### src/rtl/xxd_pkg.sv
// Shared types and helpers for the xxd byte-stream delay line.
package xxd_pkg;

  localparam int WIDTH_DEF = 8;
  localparam int DEPTH_DEF = 256;

  typedef enum logic [1:0] {
    MODE_RUN,
    MODE_ARM,
    MODE_REPLAY
  } mode_e;

  // Requested delay limited to the usable range 1..depth.
  function automatic int unsigned clamp_delay(input int unsigned req,
                                              input int unsigned depth);
    int unsigned d;
    if (req == 0) d = 1;
    else if (req > depth) d = depth;
    else d = req;
    return d;
  endfunction

endpackage

### src/rtl/xxd_dpram.sv
// Simple dual-port RAM: one write port, one registered read port.
// A read and a write to the same address in one cycle return the old contents.
module xxd_dpram
  import xxd_pkg::*;
#(
  parameter int WIDTH = WIDTH_DEF,
  parameter int DEPTH = DEPTH_DEF,
  localparam int AW = $clog2(DEPTH)
) (
  input  logic             clk,
  input  logic             we,
  input  logic [AW-1:0]    waddr,
  input  logic [WIDTH-1:0] wdata,
  input  logic             re,
  input  logic [AW-1:0]    raddr,
  output logic [WIDTH-1:0] rdata
);

  logic [WIDTH-1:0] mem [DEPTH];

  always_ff @(posedge clk) begin
    if (re) rdata <= mem[raddr];
    if (we) mem[waddr] <= wdata;
  end

endmodule

### src/rtl/xxd_delay_line.sv
// Programmable-delay byte stream delay line on a circular RAM buffer,
// with zero-fill for unfilled history and a freeze/replay loop of the last D samples.
//
// state        | meaning
// MODE_RUN     | normal delay operation, inputs accepted while freeze low
// MODE_ARM     | freeze seen, replay pointer loaded, first replay read issued
// MODE_REPLAY  | looping reads over the last D samples
module xxd_delay_line
  import xxd_pkg::*;
#(
  parameter int WIDTH = WIDTH_DEF,
  parameter int DEPTH = DEPTH_DEF,
  localparam int AW = $clog2(DEPTH)
) (
  input  logic             clk,
  input  logic             rst_n,
  input  logic             in_valid,
  input  logic [WIDTH-1:0] in_data,
  output logic             in_ready,
  input  logic             cfg_load,
  input  logic [AW:0]      cfg_delay,
  input  logic             flush,
  input  logic             freeze,
  output logic             out_valid,
  output logic [WIDTH-1:0] out_data,
  output logic [AW:0]      fill,
  output logic             primed
);

  localparam int DW = AW + 1;
  localparam logic [DW-1:0] DEPTH_D = DW'(DEPTH);

  logic [AW-1:0]    wp;
  logic [AW-1:0]    rp;
  logic [DW-1:0]    delay;
  logic [DW-1:0]    k;
  mode_e            mode;
  logic             out_valid_q;
  logic             zero_q;
  logic [WIDTH-1:0] rdata;

  logic             accept;
  logic             cfg_take;
  logic             clr;
  logic             replay_rd;
  logic [DW-1:0]    d_cfg;
  logic [DW-1:0]    d_eff;
  logic [DW-1:0]    fill_base;
  logic [DW-1:0]    fill_inc;
  logic [DW-1:0]    gap;
  logic [DW-1:0]    k_next;
  logic             zero_acc;
  logic             zero_rep;
  logic [AW-1:0]    raddr;

  assign in_ready = !freeze;
  assign accept   = in_valid & !freeze;
  assign cfg_take = cfg_load & !freeze;
  assign clr      = cfg_take | flush;

  // A new delay or a clear in the same cycle as an accept applies before it.
  assign d_cfg     = DW'(clamp_delay(32'(cfg_delay), DEPTH));
  assign d_eff     = cfg_take ? d_cfg : delay;
  assign fill_base = clr ? '0 : fill;
  assign fill_inc  = (fill_base >= d_eff) ? d_eff : fill_base + 1'b1;
  assign zero_acc  = fill_base < d_eff;

  // Replay slots older than the filled history were never written.
  assign gap       = delay - fill;
  assign zero_rep  = k < gap;
  assign k_next    = (k == delay - 1'b1) ? '0 : k + 1'b1;

  assign replay_rd = freeze & (mode != MODE_RUN);
  assign raddr     = replay_rd ? rp + k[AW-1:0] : wp - d_eff[AW-1:0];

  xxd_dpram #(
    .WIDTH (WIDTH),
    .DEPTH (DEPTH)
  ) u_ram (
    .clk   (clk),
    .we    (accept),
    .waddr (wp),
    .wdata (in_data),
    .re    (accept | replay_rd),
    .raddr (raddr),
    .rdata (rdata)
  );

  always_ff @(posedge clk or negedge rst_n) begin
    if (!rst_n) begin
      wp          <= '0;
      rp          <= '0;
      delay       <= DEPTH_D;
      fill        <= '0;
      k           <= '0;
      mode        <= MODE_RUN;
      out_valid_q <= 1'b0;
      zero_q      <= 1'b1;
    end else begin
      out_valid_q <= accept | replay_rd;
      if (accept) zero_q <= zero_acc;
      else if (replay_rd) zero_q <= zero_rep;

      if (cfg_take) delay <= d_cfg;

      if (accept) begin
        wp   <= wp + 1'b1;
        fill <= fill_inc;
      end else if (clr) begin
        fill <= '0;
      end

      if (!freeze) begin
        mode <= MODE_RUN;
      end else begin
        case (mode)
          MODE_RUN: begin
            mode <= MODE_ARM;
            rp   <= wp - delay[AW-1:0];
            k    <= '0;
          end
          MODE_ARM, MODE_REPLAY: begin
            mode <= MODE_REPLAY;
            k    <= k_next;
          end
          default: mode <= MODE_RUN;
        endcase
      end
    end
  end

  assign out_valid = out_valid_q;
  assign out_data  = (out_valid_q && !zero_q) ? rdata : '0;
  assign primed    = (fill == delay);

endmodule

### config.mk
export PLATFORM = sky130hd
export DESIGN_NAME = xxd_delay_line
export DESIGN_NICKNAME = d
export VERILOG_FILES = /design/src/rtl/xxd_pkg.sv /design/src/rtl/xxd_dpram.sv /design/src/rtl/xxd_delay_line.sv
export SDC_FILE = /design/constraint.sdc
export NUM_CORES = 2
export LEC_CHECK = 0
export ABC_AREA = 1
export BUFFER_PORTS_ARGS = -buffer_cell sky130_fd_sc_hd__buf_4
export CAP_MARGIN = 5
export CORE_UTILIZATION = 30
export DETAILED_ROUTE_END_ITERATION = 8
export PLACE_DENSITY = 0.45
export SYNTH_ARGS = -nofsm -noshare
export SYNTH_HDL_FRONTEND = slang
export SYNTH_HIERARCHICAL = 1
export SYNTH_SLANG_ARGS = --single-unit
### constraint.sdc
create_clock -name clk -period 3.2 [get_ports clk]
set_clock_uncertainty 0.15 [all_clocks]
set_input_delay 0.96 -clock clk [delete_from_list [all_inputs] [get_ports clk]]
set_output_delay 0.96 -clock clk [all_outputs]
set_load 0.02 [all_outputs]
Yosys cells after proc, flatten, opt, wreduce, memory -nomap -nowiden
Memory sizes are Yosys's and may differ from the RTL's. A register that Yosys moved wholly into a read port is not among the register bits.
Cells that the tools add are included.
Word-level totals
  RAM bits: 2048
  input port bits: 23
  logic and storage cells: 57
  memories kept: 1
  output and inout bits: 20
  bits in registers: 47
Operators by class
  add/subtract/negate cells: 8
  mux-type cells: 16
  bitwise gates (word level): 5
  reduce and logical (&&, ||, !) cells: 11
  equal/unequal tests: 4
  magnitude comparators: 4
Memory list
  u_ram.mem: words 256, width 8, read ports 1, clocked after Yosys merged registers in 1, write ports 1, line xxd_dpram.sv:19  | logic [WIDTH-1:0] mem [DEPTH];
Operator list (number)
  $mux 9: 7
  $add 9x1->9 const B: 2
  $eq 9x9->1: 2
  $lt 9x9->1: 2
  $pmux 9 s2: 1
  $mux 8: 2
  $sub 8x8->8: 2
  $ge 9x9->1: 1
  $gt 9x9->1 const B: 1
  $logic_not 9->1: 1
  $sub 9x1->9 const B: 1
  $sub 9x9->9: 1
  $add 8x1->8 const B: 1
  $add 8x8->8: 1
  $reduce_bool 2->1: 3
  $mux 1: 4
  $pmux 2 s2: 1
  $reduce_and 2->1: 2
  $and 1x1->1: 3
  $eq 2x1->1 const B: 1
  $eq 2x2->1 const B: 1
  $logic_not 1->1: 2
  $logic_not 2->1: 1
  $mux 2: 1
  other kinds (3): 4

Longest topological paths before layout
  depth after elaboration: 7
  mapped depth: 26
  depth with buffers taken out: 24

Hierarchy
Netlist, hierarchy kept.
By module, submodules not included
  xxd_dpram: area an instance 83476.3 µm², seq. area each 61739.2 µm², times used 1, cells each 7003
  xxd_delay_line: area an instance 4379.2 µm², seq. area each 1178.6 µm², times used 1, cells each 624

Least setup slack after synthesis
Ideal clock, no wire load.
  path type: in2reg
  start: input port cfg_delay[3]
  end: register u_ram.rdata[5] (read register of u_ram.mem) (data pin)
  required time: 2.798 ns
  setup time: 0.252 ns
  setup slack: -0.789 ns
  arrival: 3.586 ns
  stages: 24
  buffers on the path: 2
  cell sequence: nor2_1 > nand3_1 > nor2_1 > nor2_1 > nor2_1 > o21ai_0 > o21ai_0 > ha_1 > inv_1 > fa_1 > nand3_1 > nand3_1 > nand2_1 > nand2_1 > a21oi_1 > nor2_1 > o21ai_0 > clkbuf_1 > inv_1 > clkbuf_1 > nand3_1 > nand2_1 > nand2_1 > nand2_1
Between the ends
  cells in the longest elaborated chain, start to end: 6
  elaborated cells between the ends (all ways): 7
  those cells by class: add/sub (1); order compare (1); mux (4); reduce/logical (1)
Ends and longest elaborated chain
  start: declaration: line xxd_delay_line.sv:21  | input logic [AW:0] cfg_delay,
  $gt 9x9->1: line xxd_pkg.sv:18  | else if (req > depth) d = depth;
  $mux 9: line xxd_pkg.sv:18
  $mux 9 *: line xxd_pkg.sv:17  | if (req == 0) d = 1;
  $mux 9 *
  via d_eff[0]: line xxd_delay_line.sv:47  | logic [DW-1:0] d_eff;
  $sub 8x8->8 *: line xxd_delay_line.sv:74  | assign raddr = replay_rd ? rp + k[AW-1:0] : wp - d_eff[AW-1:0];
  $mux 8 *: line xxd_delay_line.sv:74
  via raddr[6]: line xxd_delay_line.sv:54  | logic [AW-1:0] raddr;
  end: declaration: line xxd_dpram.sv:16  | output logic [WIDTH-1:0] rdata
The timed path passes the listed nets; every way through them passes the cells marked *.
A chain may end at the register's enable or synchronous reset.

Final worst setup path
  start: input port cfg_delay[3]
  end: register u_ram.rdata[4] (read register of u_ram.mem) (data pin)
Same word-level chain as after synthesis.

==> summary.md <==
| Metric | Value |
|---|---|
| Hold WC Path Type | `input pin to flop` |
| Reg2reg path depth | `20` |
| Synth cell types | `47` |
| First-pass GRT wire length | `420000 um` |
| DR top layer | `met4` |
| Initial Util | `30.2%` |
| Total Routed Length | `288000 um` |
| Place WS | `-2100 ps` |
| Post-synthesis sequential area ratio | `71.6%` |
| Ports | `43` |
| Hold Path Stages | `1` |
| Total grt overflow | `0` |
| Final worst slack | `-772 ps` |
| Syn Inst Count | `7627` |
| Routed via count | `60915` |
| Main area contributors after synthesis | `edfxtp_1 70%, nand3_1 12%, nand2_1 9.7%` |
| DP Cell Count | `11865` |
| Hold EP | `u_ram/mem[253][3]` |
| Finished Core Util | `37.1%` |
| Mapped cell area | `87900 um^2` |
| Root buf cell | `clkbuf_16` |
| Vias in the first global route | `59785` |
| Placed Area | `98700 um^2` |
| GPL Wtd Cong | `0.843` |
| Max incr delay on CP | `370 ps` |
| CP Depth | `26` |
| Antenna viol nets, final | `0` |
| Final cell count without fillers | `12325` |
| Failing checks | `negative setup slack` |
| Async S/R FF share, synth | `2.23%` |
| Leakage | `39.2 nW` |
| Reg clk slew, reported paths | `60 ps` |
| Syn_area_per_cell | `11.5 um^2` |
| Critical-path top delay cell | `fa_2` |
| Yosys reg bits | `2103` |
| Vias/cell | `4.94` |
| Fin nets | `8316` |
| Die X | `543 um` |
| Syn_nets | `7706` |
| Delay-heaviest family, CP | `simple AND/OR/NAND/NOR gates` |
| Total track usage | `19.3%` |
| Worst Path Required | `3660 ps` |
| Worst Hold Margin | `268 ps` |
| Period utilisation layout | `124%` |
| Clk buf depth | `3` |
| Dominant cell type by area after synthesis | `edfxtp_1` |
| Final instance area | `108000 um^2` |
| Max transition margin | `47.5%` |
| Worst slew pin tran | `785 ps` |
| Top-count cell post-synth | `nand2_1` |
| CP max FO | `18` |
| H-tree levels | `4` |
| CP Class | `input pin to flop` |
| Initial antenna violation count | `12` |
| Core Box Area | `291000 um^2` |
| Reg-to-reg startpoint | `delay[1]` |
| Post-synth top area share | `70.3%` |
| R2R Setup Slk | `-540 ps` |
| Detailed-route wire length per cell | `23.4 um` |
| Met2 WL | `136000 um` |
| Die ar. | `295000 um^2` |
| Worst VDD drop | `0.000631 V` |
| Setup crit start kind | `input pin` |
| Fmax | `252 MHz` |
| # setup viols final | `9` |
| Port Buffer Count | `42` |
| Drt pass-1 iters | `6` |
| Final HPWL DP | `181000 um` |
| Min cycle time layout | `3970 ps` |
| Warnings, synthesis | `6` |
| DR WL met3 | `14300 um` |
| Largest net degree at the start of global routing | `91` |
| Status | `finished with violations` |
| Core Rows | `198` |
| Initial DRC Count | `5820` |
| WL met1 | `131000 um` |
| RSZ-0062 raised after global routing | `true` |
| EDFF count, synth | `2056` |
| Final hold violation count | `0` |
| Die H | `543 um` |
| Worst-Skew Late Latency | `850 ps` |
| CP Buf/Inv Count | `7` |
| Worst R2R End | `u_ram/rdata[4]` |
| CTS sink count | `2103` |
| Synthesis-to-layout area growth | `23.0%` |
| Crit path arrival time | `4440 ps` |
| Ys flop type | `edfxtp_1` |
| MaxCap Viol Count | `0` |
| TritonCTS Buffers | `224` |
| Proportion of layout cells with a drive suffix above 1 | `16.9%` |
| Synth top cells by count | `2276 x nand2_1, 2061 x nand3_1, 2056 x edfxtp_1` |
| Worst hold start | `in_data[3]` |
| Pwr/cell area | `1040 nW/um^2` |
| Crit end category | `flop` |
| CTS tree | `done` |
| Max-slew violation count | `0` |
| Drt drc | `0` |
-- registers in the layout (all words and copies together), names as in the netlist --
register and count:
delay 9, fill 9, k 9, mode 2, out_valid 1, rp 8
u_ram/mem 2048, u_ram/rdata 8, wp 8, zero_q 1
-- power breakdown --
part / switching, mW / total (mW) / internal, mW
Clock: 11.2 / 25.9 / 14.6
Sequential: 0.149 / 30.8 / 30.6
Combinational: 36.8 / 56.2 / 19.4
Total: 48.2 / 113 / 64.6
-- layer usage --
layer | GRT usage (%) | vias to the layer above
met5 | 0 | -
met4 | 5.32 | 0
met3 | 2.41 | 364
met2 | 31.4 | 1682
met1 | 27.0 | 30696
li1 | - | 28173
-- cells in the final DEF (no fill, tap or decap), types with 4 or more instances in the layout --
| master | synthesis | final |
|---|---|---|
| a21oi_1 | 39 | 39 |
| clkbuf_16 | 0 | 225 |
| nand4_1 | 11 | 11 |
| bufinv_16 | 0 | 20 |
| nor2_4 | 3 | 18 |
| ha_1 | 52 | 45 |
| nand3_1 | 2061 | 1929 |
| o21ai_0 | 40 | 34 |
| clkinv_1 | 1 | 49 |
| nor3_1 | 6 | 5 |
| edfxtp_1 | 2056 | 2056 |
| clkinv_2 | 0 | 34 |
| bufbuf_16 | 0 | 8 |
| dfrtp_1 | 45 | 41 |
| inv_16 | 0 | 5 |
| xor2_1 | 22 | 22 |
| buf_16 | 0 | 15 |
| nor2_2 | 1 | 26 |
| buf_4 | 46 | 661 |
| buf_8 | 1 | 12 |
| dfrtp_2 | 0 | 4 |
| buf_12 | 0 | 154 |
| nand2_2 | 1 | 20 |
| o22ai_1 | 6 | 4 |
| ha_4 | 0 | 6 |
| nand2_4 | 3 | 4 |
| clkbuf_1 | 115 | 60 |
| clkinv_16 | 0 | 9 |
| nand3_4 | 0 | 30 |
| nand2_1 | 2276 | 2255 |
| inv_2 | 3 | 11 |
| buf_6 | 16 | 21 |
| xnor2_1 | 11 | 10 |
| nand3_2 | 1 | 103 |
| nor2_1 | 335 | 295 |
| inv_1 | 137 | 127 |
-- timing repair --
item / 4_1_cts / 5_1_grt
cloned: 14 / 0
endpoints found under the hold margin: 45 / 0
resized for setup: 245 / 20
setup endpoints to repair: 17 / 16
pin swaps: 20 / 5
buffers inserted: 25 / 7
hold buffers: 1 / 0
-- metrics by stage --
step	TNS, ps	total power, mW
5_1_grt	-7140	118
3_3_place_gp	-20220	82.7
6_report	-5910	113
4_1_cts	-6310	113
3_5_place_dp	-18760	82.5
2_1_floorplan	-10900	59.9
-- kinds of logic (layout without fill, tap and decap cells) --
family,after synthesis,after routing,share of synthesized area [%]
adders and majority gates,56,56,0.832
DFF,2103,2103,71.6
and+or+nand+nor,4708,4708,23.2
other,0,3,0
xor gates and xnor gates,33,33,0.329
AOI/OAI and AO/OA,96,96,0.590
buffers and inverters,631,1426,3.43
-- how the worst max path moves through the flow --
stage	to	startpoint	slack [ps]
2_1_floorplan	u_ram/rdata[3]	cfg_delay[3]	-620
3_3_place_gp	u_ram/rdata[5]	cfg_delay[3]	-2240
3_5_place_dp	u_ram/rdata[7]	cfg_delay[3]	-2100
4_1_cts	u_ram/rdata[7]	cfg_delay[4]	-760
5_1_grt	u_ram/rdata[1]	cfg_delay[7]	-890
6_report	u_ram/rdata[4]	cfg_delay[3]	-770
-- final cells by class --
| cell class | count | area [um^2] |
|---|---|---|
| tap | 3900 | 4880 |
| clock inverter | 123 | 1360 |
| multi-input combinational | 4893 | 23200 |
| inverter | 143 | 584 |
| timing repair buffer | 872 | 9150 |
| antenna | 3 | 7.51 |
| sequential | 2103 | 62900 |
| clock buffer | 288 | 5900 |
| fill | 28248 | 183000 |
Note: power is estimated with default switching activity, not from simulation.
